--- src/rtl/branch_ctrl_if.sv ---
// ==========================================================================
// branch_ctrl_if : MEM-stage branch-control signal bundle (tb/core <-> branch_ctrl)
// Revision: 1.0
// ==========================================================================
`default_nettype none

interface branch_ctrl_if #(
  parameter int AW    = 32,
  parameter int CNT_W = 16
);
  logic             stall;
  logic             bbne;
  logic             bbeq;
  logic             bblez;
  logic             bbgtz;
  logic             jump;
  logic             zero;
  logic             neg;
  logic [AW-1:0]    br_target;
  logic [AW-1:0]    j_target;
  logic             pc_load;
  logic [AW-1:0]    pc_target;
  logic             flush_ifid;
  logic             flush_idex;
  logic             flush_exmem;
  logic             busy;
  logic [CNT_W-1:0] taken_cnt;
  logic             multi_err;

  modport master (
    output stall, bbne, bbeq, bblez, bbgtz, jump, zero, neg, br_target, j_target,
    input  pc_load, pc_target, flush_ifid, flush_idex, flush_exmem, busy, taken_cnt, multi_err
  );

  modport slave (
    input  stall, bbne, bbeq, bblez, bbgtz, jump, zero, neg, br_target, j_target,
    output pc_load, pc_target, flush_ifid, flush_idex, flush_exmem, busy, taken_cnt, multi_err
  );
endinterface

`default_nettype wire

--- src/rtl/branch_ctrl.sv ---
// ==========================================================================
// branch_ctrl : MEM-stage branch/jump resolve, PC redirect and pipeline flush
// Revision: 1.0
// ==========================================================================
`default_nettype none

module branch_ctrl #(
  parameter int AW            = 32,
  parameter int SQUASH_CYCLES = 1,
  parameter int CNT_W         = 16
) (
  input  wire            clk,
  input  wire            rst_n,
  branch_ctrl_if.slave   bus
);

  localparam logic [0:0] S_IDLE   = 1'b0;
  localparam logic [0:0] S_SQUASH = 1'b1;
  localparam logic [3:0] c_SQ     = 4'(SQUASH_CYCLES);

  logic [0:0]       r_state;
  logic [0:0]       w_state_nxt;
  logic [3:0]       r_sq_cnt;
  logic [3:0]       w_sq_nxt;
  logic [CNT_W-1:0] r_taken_cnt;
  logic             r_multi_err;

  logic             w_taken;
  logic [AW-1:0]    w_target;
  logic             w_multi;
  logic             w_redirect;
  logic             w_pc_load;
  logic [AW-1:0]    w_pc_target;
  logic             w_flush_ifid;
  logic             w_flush_back;

  // Priority: jump > bbeq > bbne > bblez > bbgtz
  always_comb begin
    w_taken  = 1'b0;
    w_target = '0;
    if (bus.jump) begin
      w_taken  = 1'b1;
      w_target = bus.j_target;
    end else if (bus.bbeq) begin
      w_taken  = bus.zero;
      w_target = bus.br_target;
    end else if (bus.bbne) begin
      w_taken  = ~bus.zero;
      w_target = bus.br_target;
    end else if (bus.bblez) begin
      w_taken  = bus.zero | bus.neg;
      w_target = bus.br_target;
    end else if (bus.bbgtz) begin
      w_taken  = ~bus.zero & ~bus.neg;
      w_target = bus.br_target;
    end
  end

  assign w_multi    = ($countones({bus.jump, bus.bbeq, bus.bbne, bus.bblez, bus.bbgtz}) > 1);
  assign w_redirect = (r_state == S_IDLE) & ~bus.stall & w_taken;

  always_ff @(posedge clk or negedge rst_n) begin
    if (!rst_n) begin
      r_state     <= S_IDLE;
      r_sq_cnt    <= 4'd0;
      r_taken_cnt <= '0;
      r_multi_err <= 1'b0;
    end else begin
      r_state  <= w_state_nxt;
      r_sq_cnt <= w_sq_nxt;
      if (w_redirect) begin
        r_taken_cnt <= r_taken_cnt + CNT_W'(1);
      end
      if ((r_state == S_IDLE) && !bus.stall && w_multi) begin
        r_multi_err <= 1'b1;
      end
    end
  end

  always_comb begin
    w_state_nxt = r_state;
    w_sq_nxt    = r_sq_cnt;
    if (!bus.stall) begin
      case (r_state)
        S_IDLE: begin
          if (w_taken && (c_SQ != 4'd0)) begin
            w_state_nxt = S_SQUASH;
            w_sq_nxt    = c_SQ;
          end
        end
        S_SQUASH: begin
          if (r_sq_cnt <= 4'd1) begin
            w_state_nxt = S_IDLE;
            w_sq_nxt    = 4'd0;
          end else begin
            w_sq_nxt    = r_sq_cnt - 4'd1;
          end
        end
        default: begin
          w_state_nxt = S_IDLE;
          w_sq_nxt    = 4'd0;
        end
      endcase
    end
  end

  always_comb begin
    w_pc_load    = 1'b0;
    w_pc_target  = '0;
    w_flush_ifid = 1'b0;
    w_flush_back = 1'b0;
    if (!bus.stall) begin
      case (r_state)
        S_IDLE: begin
          if (w_taken) begin
            w_pc_load    = 1'b1;
            w_pc_target  = w_target;
            w_flush_ifid = 1'b1;
            w_flush_back = 1'b1;
          end
        end
        S_SQUASH: begin
          w_flush_ifid = 1'b1;
        end
        default: begin
          w_flush_ifid = 1'b0;
        end
      endcase
    end
  end

  assign bus.pc_load     = w_pc_load;
  assign bus.pc_target   = w_pc_target;
  assign bus.flush_ifid  = w_flush_ifid;
  assign bus.flush_idex  = w_flush_back;
  assign bus.flush_exmem = w_flush_back;
  assign bus.busy        = (r_state == S_SQUASH);
  assign bus.taken_cnt   = r_taken_cnt;
  assign bus.multi_err   = r_multi_err;

endmodule

`default_nettype wire

--- src/flat_wrapper.sv ---
// flat-port wrapper written by rule: the top's interface ports become plain ports
module branch_ctrl_flat 
#(
  parameter int AW            = 32,
  parameter int SQUASH_CYCLES = 1,
  parameter int CNT_W         = 16
)
  (clk, rst_n, bus_stall, bus_bbne, bus_bbeq, bus_bblez, bus_bbgtz, bus_jump, bus_zero, bus_neg, bus_br_target, bus_j_target, bus_pc_load, bus_pc_target, bus_flush_ifid, bus_flush_idex, bus_flush_exmem, bus_busy, bus_taken_cnt, bus_multi_err);
  branch_ctrl_if #(.AW(AW), .CNT_W(CNT_W)) bus_i ();
  input  wire clk;
  input  wire rst_n;
  input wire logic [$bits(bus_i.stall)-1:0] bus_stall;
  input wire logic [$bits(bus_i.bbne)-1:0] bus_bbne;
  input wire logic [$bits(bus_i.bbeq)-1:0] bus_bbeq;
  input wire logic [$bits(bus_i.bblez)-1:0] bus_bblez;
  input wire logic [$bits(bus_i.bbgtz)-1:0] bus_bbgtz;
  input wire logic [$bits(bus_i.jump)-1:0] bus_jump;
  input wire logic [$bits(bus_i.zero)-1:0] bus_zero;
  input wire logic [$bits(bus_i.neg)-1:0] bus_neg;
  input wire logic [$bits(bus_i.br_target)-1:0] bus_br_target;
  input wire logic [$bits(bus_i.j_target)-1:0] bus_j_target;
  output wire logic [$bits(bus_i.pc_load)-1:0] bus_pc_load;
  output wire logic [$bits(bus_i.pc_target)-1:0] bus_pc_target;
  output wire logic [$bits(bus_i.flush_ifid)-1:0] bus_flush_ifid;
  output wire logic [$bits(bus_i.flush_idex)-1:0] bus_flush_idex;
  output wire logic [$bits(bus_i.flush_exmem)-1:0] bus_flush_exmem;
  output wire logic [$bits(bus_i.busy)-1:0] bus_busy;
  output wire logic [$bits(bus_i.taken_cnt)-1:0] bus_taken_cnt;
  output wire logic [$bits(bus_i.multi_err)-1:0] bus_multi_err;
  assign bus_i.stall = bus_stall;
  assign bus_i.bbne = bus_bbne;
  assign bus_i.bbeq = bus_bbeq;
  assign bus_i.bblez = bus_bblez;
  assign bus_i.bbgtz = bus_bbgtz;
  assign bus_i.jump = bus_jump;
  assign bus_i.zero = bus_zero;
  assign bus_i.neg = bus_neg;
  assign bus_i.br_target = bus_br_target;
  assign bus_i.j_target = bus_j_target;
  assign bus_pc_load = bus_i.pc_load;
  assign bus_pc_target = bus_i.pc_target;
  assign bus_flush_ifid = bus_i.flush_ifid;
  assign bus_flush_idex = bus_i.flush_idex;
  assign bus_flush_exmem = bus_i.flush_exmem;
  assign bus_busy = bus_i.busy;
  assign bus_taken_cnt = bus_i.taken_cnt;
  assign bus_multi_err = bus_i.multi_err;
  branch_ctrl #(.AW(AW), .SQUASH_CYCLES(SQUASH_CYCLES), .CNT_W(CNT_W)) u_core (.clk(clk), .rst_n(rst_n), .bus(bus_i));
endmodule
--- config.mk ---
export PLATFORM = sky130hd
export DESIGN_NAME = branch_ctrl_flat
export DESIGN_NICKNAME = d
export VERILOG_FILES = /design/src/rtl/branch_ctrl_if.sv /design/src/rtl/branch_ctrl.sv /design/src/flat_wrapper.sv
export SDC_FILE = /design/constraint.sdc
export NUM_CORES = 1
export LEC_CHECK = 0
export ABC_AREA = 1
export BUFFER_PORTS_ARGS = -buffer_cell sky130_fd_sc_hd__buf_2
export CAP_MARGIN = 10
export CORE_MARGIN = 2
export CORE_UTILIZATION = 46
export DETAILED_ROUTE_END_ITERATION = 8
export MAX_ROUTING_LAYER = met4
export PLACE_DENSITY = 0.95
export SYNTH_ARGS = -nofsm -noshare
export SYNTH_HDL_FRONTEND = slang
export SYNTH_SLANG_ARGS = --single-unit
--- constraint.sdc ---
create_clock -name clk -period 2 [get_ports clk]
set_input_delay 0.1 -clock clk [delete_from_list [all_inputs] [get_ports clk]]
set_output_delay 0.1 -clock clk [all_outputs]
set_load 0.02 [all_outputs]
==> impl_metrics.env, run 1 <==
export IMPL_crit_arrival_ns=1.67
export IMPL_power_switching_uw=935
export IMPL_syn_area_um2=1970
export IMPL_core_um2=4060
export IMPL_area_growth_pct=33.9
export IMPL_synth_flop_cell="dfrtp_1"
export IMPL_internal_power_mw=1.04
export IMPL_viasPerCell=5.19
export IMPL_clk_pin_slew_worst_paths_ns=0.07
export IMPL_ir_worst_vdd_mv=0.295
export IMPL_max_cap_violations=0
export IMPL_setup_viol=0
export IMPL_wire_per_inst_um=12.5
export IMPL_powerDensity_nw_per_um2=748
export IMPL_cts_setup_buffers=0
export IMPL_outcome="finished clean"
export IMPL_comb_power_share_pct=52.7
export IMPL_path_class="reg2out"
export IMPL_fmax_mhz=566
export IMPL_hold_viol_final=0
export IMPL_die_x_um=69.4
export IMPL_end_kind="output port"
export IMPL_yosysWarnings=0
export IMPL_seq_area_um2=551
export IMPL_vias=2441
export IMPL_final_net_count=503
export IMPL_cts_tree="done"
export IMPL_grt_pass1_wl_um=9820
export IMPL_antenna_found_initial=0
export IMPL_die_area_um2=4820
export IMPL_tns_ns=0
export IMPL_routed_wl_um=5870
export IMPL_die_h_um=69.4
export IMPL_synth_distinct_cells=26
export IMPL_antenna_left=0
export IMPL_rows=23
export IMPL_crit_required_ns=1.90
export IMPL_dr_wl_met3_um=333
export IMPL_syn_avg_cell_area_um2=6.47
export IMPL_dp_hpwl_um=4530
export IMPL_skew_ns=0.000953
export IMPL_multi_input_area_um2=1230
export IMPL_fill_cells=354
export IMPL_place_ws_ns=0.232
export IMPL_drtIter0Drc=149
export IMPL_cts_root_buf="clkbuf_8"
export IMPL_routed_wl_met2_um=2990
export IMPL_synth_edf_count=0
export IMPL_start_kind="flop"
export IMPL_port_buffers=127
export IMPL_synth_top_area_share_pct=28.0
export IMPL_yosysSeqAreaShare_pct=28.0
export IMPL_synth_area_top_cells="dfrtp_1 (28%), nand2_1 (20%), nand3_1 (11%)"
export IMPL_drive_gt1_share_pct=34.5
export IMPL_cts_made_buffers=3
export IMPL_clk_latency_ns=0.27
export IMPL_dr_pass1_iters=4
export IMPL_synthArstFlopShare_pct=100
export IMPL_synth_top_area_cell="dfrtp_1"
export IMPL_power_frac_clock_pct=14.1
export IMPL_floorplan_initialDensity_pct=48.5
export IMPL_cts_buffer_depth=2
export IMPL_worst_slack_ns=0.234
export IMPL_rsz0062_at_grt="false"
export IMPL_io_pins=128
export IMPL_leakagePower_nw=1.49
export IMPL_grt_ovfl_total=0
export IMPL_maxSlewViolCount=0
export IMPL_ys_seq_elements=22
export IMPL_clock_sinks=22
export IMPL_synth_most_common_cell="nand2_1"
export IMPL_wl_met1_um=2280
export IMPL_grt_max_degree=54
export IMPL_worst_pin_slew_ns=0.490
export IMPL_htree_levels=1
export IMPL_reg2reg_slack_ns=0.49
export IMPL_slew_headroom_pct=67.3
export IMPL_first_global_vias=2283
export IMPL_netlist_top_cells_count="nand2_1 (105), nand3_1 (45), a21oi_1 (34), dfrtp_1 (22), inv_1 (20)"
export IMPL_pwr_share_seq_pct=33.3
export IMPL_place_congestion=0.929
export IMPL_antenna_cells=0
export IMPL_swShare_pct=47.4
export IMPL_worstPathMaxFanout=53
export IMPL_grt_usage_pct=24.8
export IMPL_hold_path_class="in2reg"
export IMPL_period_share_pct=88.3
export IMPL_postSynthCellCount=304
export IMPL_top_layer_used="met4"
export IMPL_drc=0
export IMPL_fin_crit_ns=1.77
export IMPL_syn_nets=385
power groups by stage:
stage / combinational [mW] / clock (mW) / sequential, mW
2_1_floorplan: 0.678 / 0 / 0.714
3_3_place_gp: 0.990 / 0 / 0.652
3_5_place_dp: 1.03 / 0 / 0.658
4_1_cts: 1.03 / 0.279 / 0.649
5_1_grt: 1.15 / 0.298 / 0.671
6_report: 1.04 / 0.277 / 0.656
repair_timing:
action                                  CTS  global route
endpoints found under the hold margin    22             0
hold buffers                              1             0
endpoints found under the setup margin    0            17
gates resized for setup                   0             2
area by class of cell:
class                      count  area share (%)
multi-input combinational    243            46.7
sequential                    22            20.9
timing repair buffer         131            25.4
tap                           50            2.37
inverter                      21            3.09
clock buffer                   3            1.57
path summary, 6_finish.rpt:
check / startpoint / to / cells after the start
max in group asynchronous: rst_n / u_core.r_sq_cnt[0]$_DFFE_PN0P_ / 2
min in group asynchronous: rst_n / u_core.bus.taken_cnt[14]$_DFFE_PN0P_ / 2
hold / removal: bus_stall / u_core.bus.busy$_DFFE_PN0N_ / 3
setup reg to reg: u_core.r_sq_cnt[0]$_DFFE_PN0P_ / u_core.r_sq_cnt[3]$_DFFE_PN0P_ / 7
setup / recovery: u_core.bus.busy$_DFFE_PN0N_ / bus_pc_target[5] / 4
hold reg to reg: u_core.bus.multi_err$_DFFE_PN0P_ / u_core.bus.multi_err$_DFFE_PN0P_ / 2
per-layer routing:
metal,GRT usage (%),vias up
li1,-,1215
met1,26.3,1107
met2,45.0,100
met3,2.76,19
met4,13.3,0
met5,-,-
cells by family (layout without fill, tap and decap cells):
group	after synthesis	in the layout	synth area share (%)
fa+ha+maj	7	7	4.83
buf+inv	39	155	10.0
compound gates	44	44	12.1
flops	22	22	28.0
simple gates	178	178	38.8
xor+xnor	14	14	6.23
critical path, stage by stage (launching register included):
cell and delay [ns]:
dfrtp_1 0.44, nor2_2 0.26, nand2_8 0.25, a21oi_1 0.23, buf_2 0.20
placed cells by master (no fill, tap or decap), types with 3 or more instances in the layout:
cell type,instances
buf_4,3
nor2_1,16
o21ai_0,4
a21oi_1,34
xor2_1,5
xnor2_1,9
ha_1,6
inv_1,20
nor2_2,3
dfrtp_1,22
buf_2,127
nand2_1,105
nand3_1,45
o21ai_2,3
clkbuf_8,3
stage by stage:
stage	instances	util (%)	power [mW]	hold WS, ns	instance area (um^2)
after detailed placement	466	63.4	1.69	0.0899	2570
final	470	64.9	1.97	0.138	2640
after CTS	470	64.7	1.96	0.117	2620
after global placement	466	63.4	1.64	0.0799	2570
after floorplan	304	-	1.39	-0.196	1970
after global routing	470	64.9	2.12	0.150	2640
registers in the layout (all words and copies together) (netlist names):
register,cells
u_core.bus.taken_cnt,16
u_core.r_sq_cnt,4
u_core.bus.busy,1
u_core.bus.multi_err,1
No activity file was read; power rests on OpenSTA's default activity.
==> run 2: changes to the inputs <==
Settings changed: REMOVE_ABC_BUFFERS from default to 1.
==> run 2 against run 1 <==
  * Non-clock buffer count grew 1
  * Maximum frequency grew 3.9%
  * Sequential share of layout area shrank 0.059 points
  * Die area is the same
  * Routed wire length shrank 0.19%
  * Critical path type unchanged
  * Highest routed layer unchanged
==> impl_metrics.env, run 2 (synthesized netlist as in run 1, its figures left out) <==
export IMPL_outcome="finished clean"
export IMPL_cp_slowest_cell="dfrtp_1"
export IMPL_hold_viol_final=0
export IMPL_maxSlewViolCount=0
export IMPL_slew_headroom_pct=67.4
export IMPL_crit_buf_inv=1
export IMPL_floorplan_initialDensity_pct=48.5
export IMPL_multi_input_area_um2=1230
export IMPL_mostFrequentLayoutCells="buf_2 (127), nand2_1 (105), nand3_1 (45)"
export IMPL_fin_crit_ns=1.70
export IMPL_rsz0062_at_grt="false"
export IMPL_cts_root_buf="clkbuf_8"
export IMPL_place_congestion=0.912
export IMPL_largest_reg_flops=16
export IMPL_max_cap_violations=0
export IMPL_grt_usage_pct=25.0
export IMPL_cts_setup_buffers=0
export IMPL_hold_path_class="in2reg"
export IMPL_path_delay_family="simple AND/OR/NAND/NOR gates"
export IMPL_grt_max_degree=45
export IMPL_antenna_found_initial=0
export IMPL_core_um2=4060
export IMPL_fin_area_um2=2640
export IMPL_end_kind="output port"
export IMPL_ir_worst_vdd_mv=0.502
export IMPL_cp_cell_sequence="nor2_2, nand2_8, a21oi_1, buf_2"
export IMPL_routed_wl_um=5860
export IMPL_worstPathMaxFanout=44
export IMPL_area_growth_pct=34.3
export IMPL_fill_cells=380
export IMPL_drc=0
export IMPL_dr_pass1_iters=4
export IMPL_place_area_um2=2580
export IMPL_crit_required_ns=1.90
export IMPL_powerDensity_nw_per_um2=751
export IMPL_die_h_um=69.4
export IMPL_clk_pin_slew_worst_paths_ns=0.07
export IMPL_drtIter0Drc=182
export IMPL_clock_sinks=22
export IMPL_cts_buffer_depth=2
export IMPL_cts_tree="done"
export IMPL_htree_levels=1
export IMPL_fmax_mhz=588
export IMPL_port_buffers=127
export IMPL_tns_ns=0
export IMPL_first_global_vias=2276
export IMPL_cts_made_buffers=3
export IMPL_rows=23
export IMPL_final_common_cell="buf_2"
export IMPL_start_kind="flop"
export IMPL_dp_hpwl_um=4520
export IMPL_io_pins=128
export IMPL_worst_pin_slew_ns=0.490
export IMPL_skew_ns=0.00749
export IMPL_final_net_count=504
export IMPL_die_area_um2=4820
export IMPL_antenna_cells=0
export IMPL_path_class="reg2out"
export IMPL_antenna_left=0
export IMPL_grt_ovfl_total=0
export IMPL_place_ws_ns=0.227
export IMPL_fin_util_pct=65.1
export IMPL_drive_gt1_share_pct=34.7
export IMPL_period_share_pct=85.0
export IMPL_max_stage_delay_ns=0.43
export IMPL_worst_slack_ns=0.299
export IMPL_grt_pass1_wl_um=10000
export IMPL_viasPerCell=5.07
export IMPL_leakagePower_nw=1.50
export IMPL_die_x_um=69.4
export IMPL_setup_viol=0
export IMPL_vias=2390
export IMPL_seq_area_um2=551
export IMPL_clk_latency_ns=0.26
export IMPL_crit_arrival_ns=1.60
export IMPL_wire_per_inst_um=12.4
## run 2: cell types whose count changed in the layout (fill, tap and decap cells not counted)
cell,change
buf_4,+1
## run 2: metrics by stage
step	std cells	power [mW]	hold WS, ns
floorplan	286	1.31	-0.196
global placement	467	1.64	0.0857
detailed placement	467	1.69	0.0936
CTS	471	1.97	0.114
global route	471	2.15	0.151
finish	471	1.98	0.130
## run 2: power breakdown
| part | internal [mW] | total [mW] | switching, mW |
|---|---|---|---|
| Combinational | 0.376 | 1.05 | 0.675 |
| Clock | 0.134 | 0.278 | 0.143 |
| Sequential | 0.534 | 0.654 | 0.120 |
## run 2: metal layers
layer	part of all wire, %	up-vias	track usage [%]
met2	51	80	43.6
li1	-	1220	-
met5	0	-	-
met3	6.3	6	4.80
met4	0.53	0	6.10
met1	43	1084	29.8
## run 2: path summary, 6_finish.rpt
kind	depth (start not counted)	start	to	slack (ns)
setup / recovery	4	u_core.bus.busy$_DFFE_PN0N_	bus_pc_target[2]	0.30
hold / removal	3	bus_stall	u_core.bus.busy$_DFFE_PN0N_	0.13
setup reg to reg	7	u_core.bus.taken_cnt[0]$_DFFE_PN0P_	u_core.bus.taken_cnt[12]$_DFFE_PN0P_	0.45
hold reg to reg	2	u_core.bus.multi_err$_DFFE_PN0P_	u_core.bus.multi_err$_DFFE_PN0P_	0.47
max in group asynchronous	2	rst_n	u_core.bus.taken_cnt[8]$_DFFE_PN0P_	1.34
min in group asynchronous	2	rst_n	u_core.bus.taken_cnt[14]$_DFFE_PN0P_	0.32
## run 2: worst reg2reg max path: cells and delay by family (launching register included)
family	cells	cell delay (ns)
xor+xnor	1	0.15
simple gates	5	0.61
flops	1	0.43
fa+ha+maj	1	0.25
## run 2: cell type report
type / count / share of cell area, %
inverters: 21 / 3.08
well taps: 50 / 2.37
clock buffers: 3 / 1.56
multi-input cells: 243 / 46.6
flip-flops and latches: 22 / 20.8
repair buffers: 132 / 25.6
## run 2: what timing repair did
| item | CTS | global route |
|---|---|---|
| endpoints found under the setup margin | 0 | 13 |
| endpoints found under the hold margin | 22 | 0 |
| gates resized for setup | 0 | 2 |
| hold buffers | 1 | 0 |
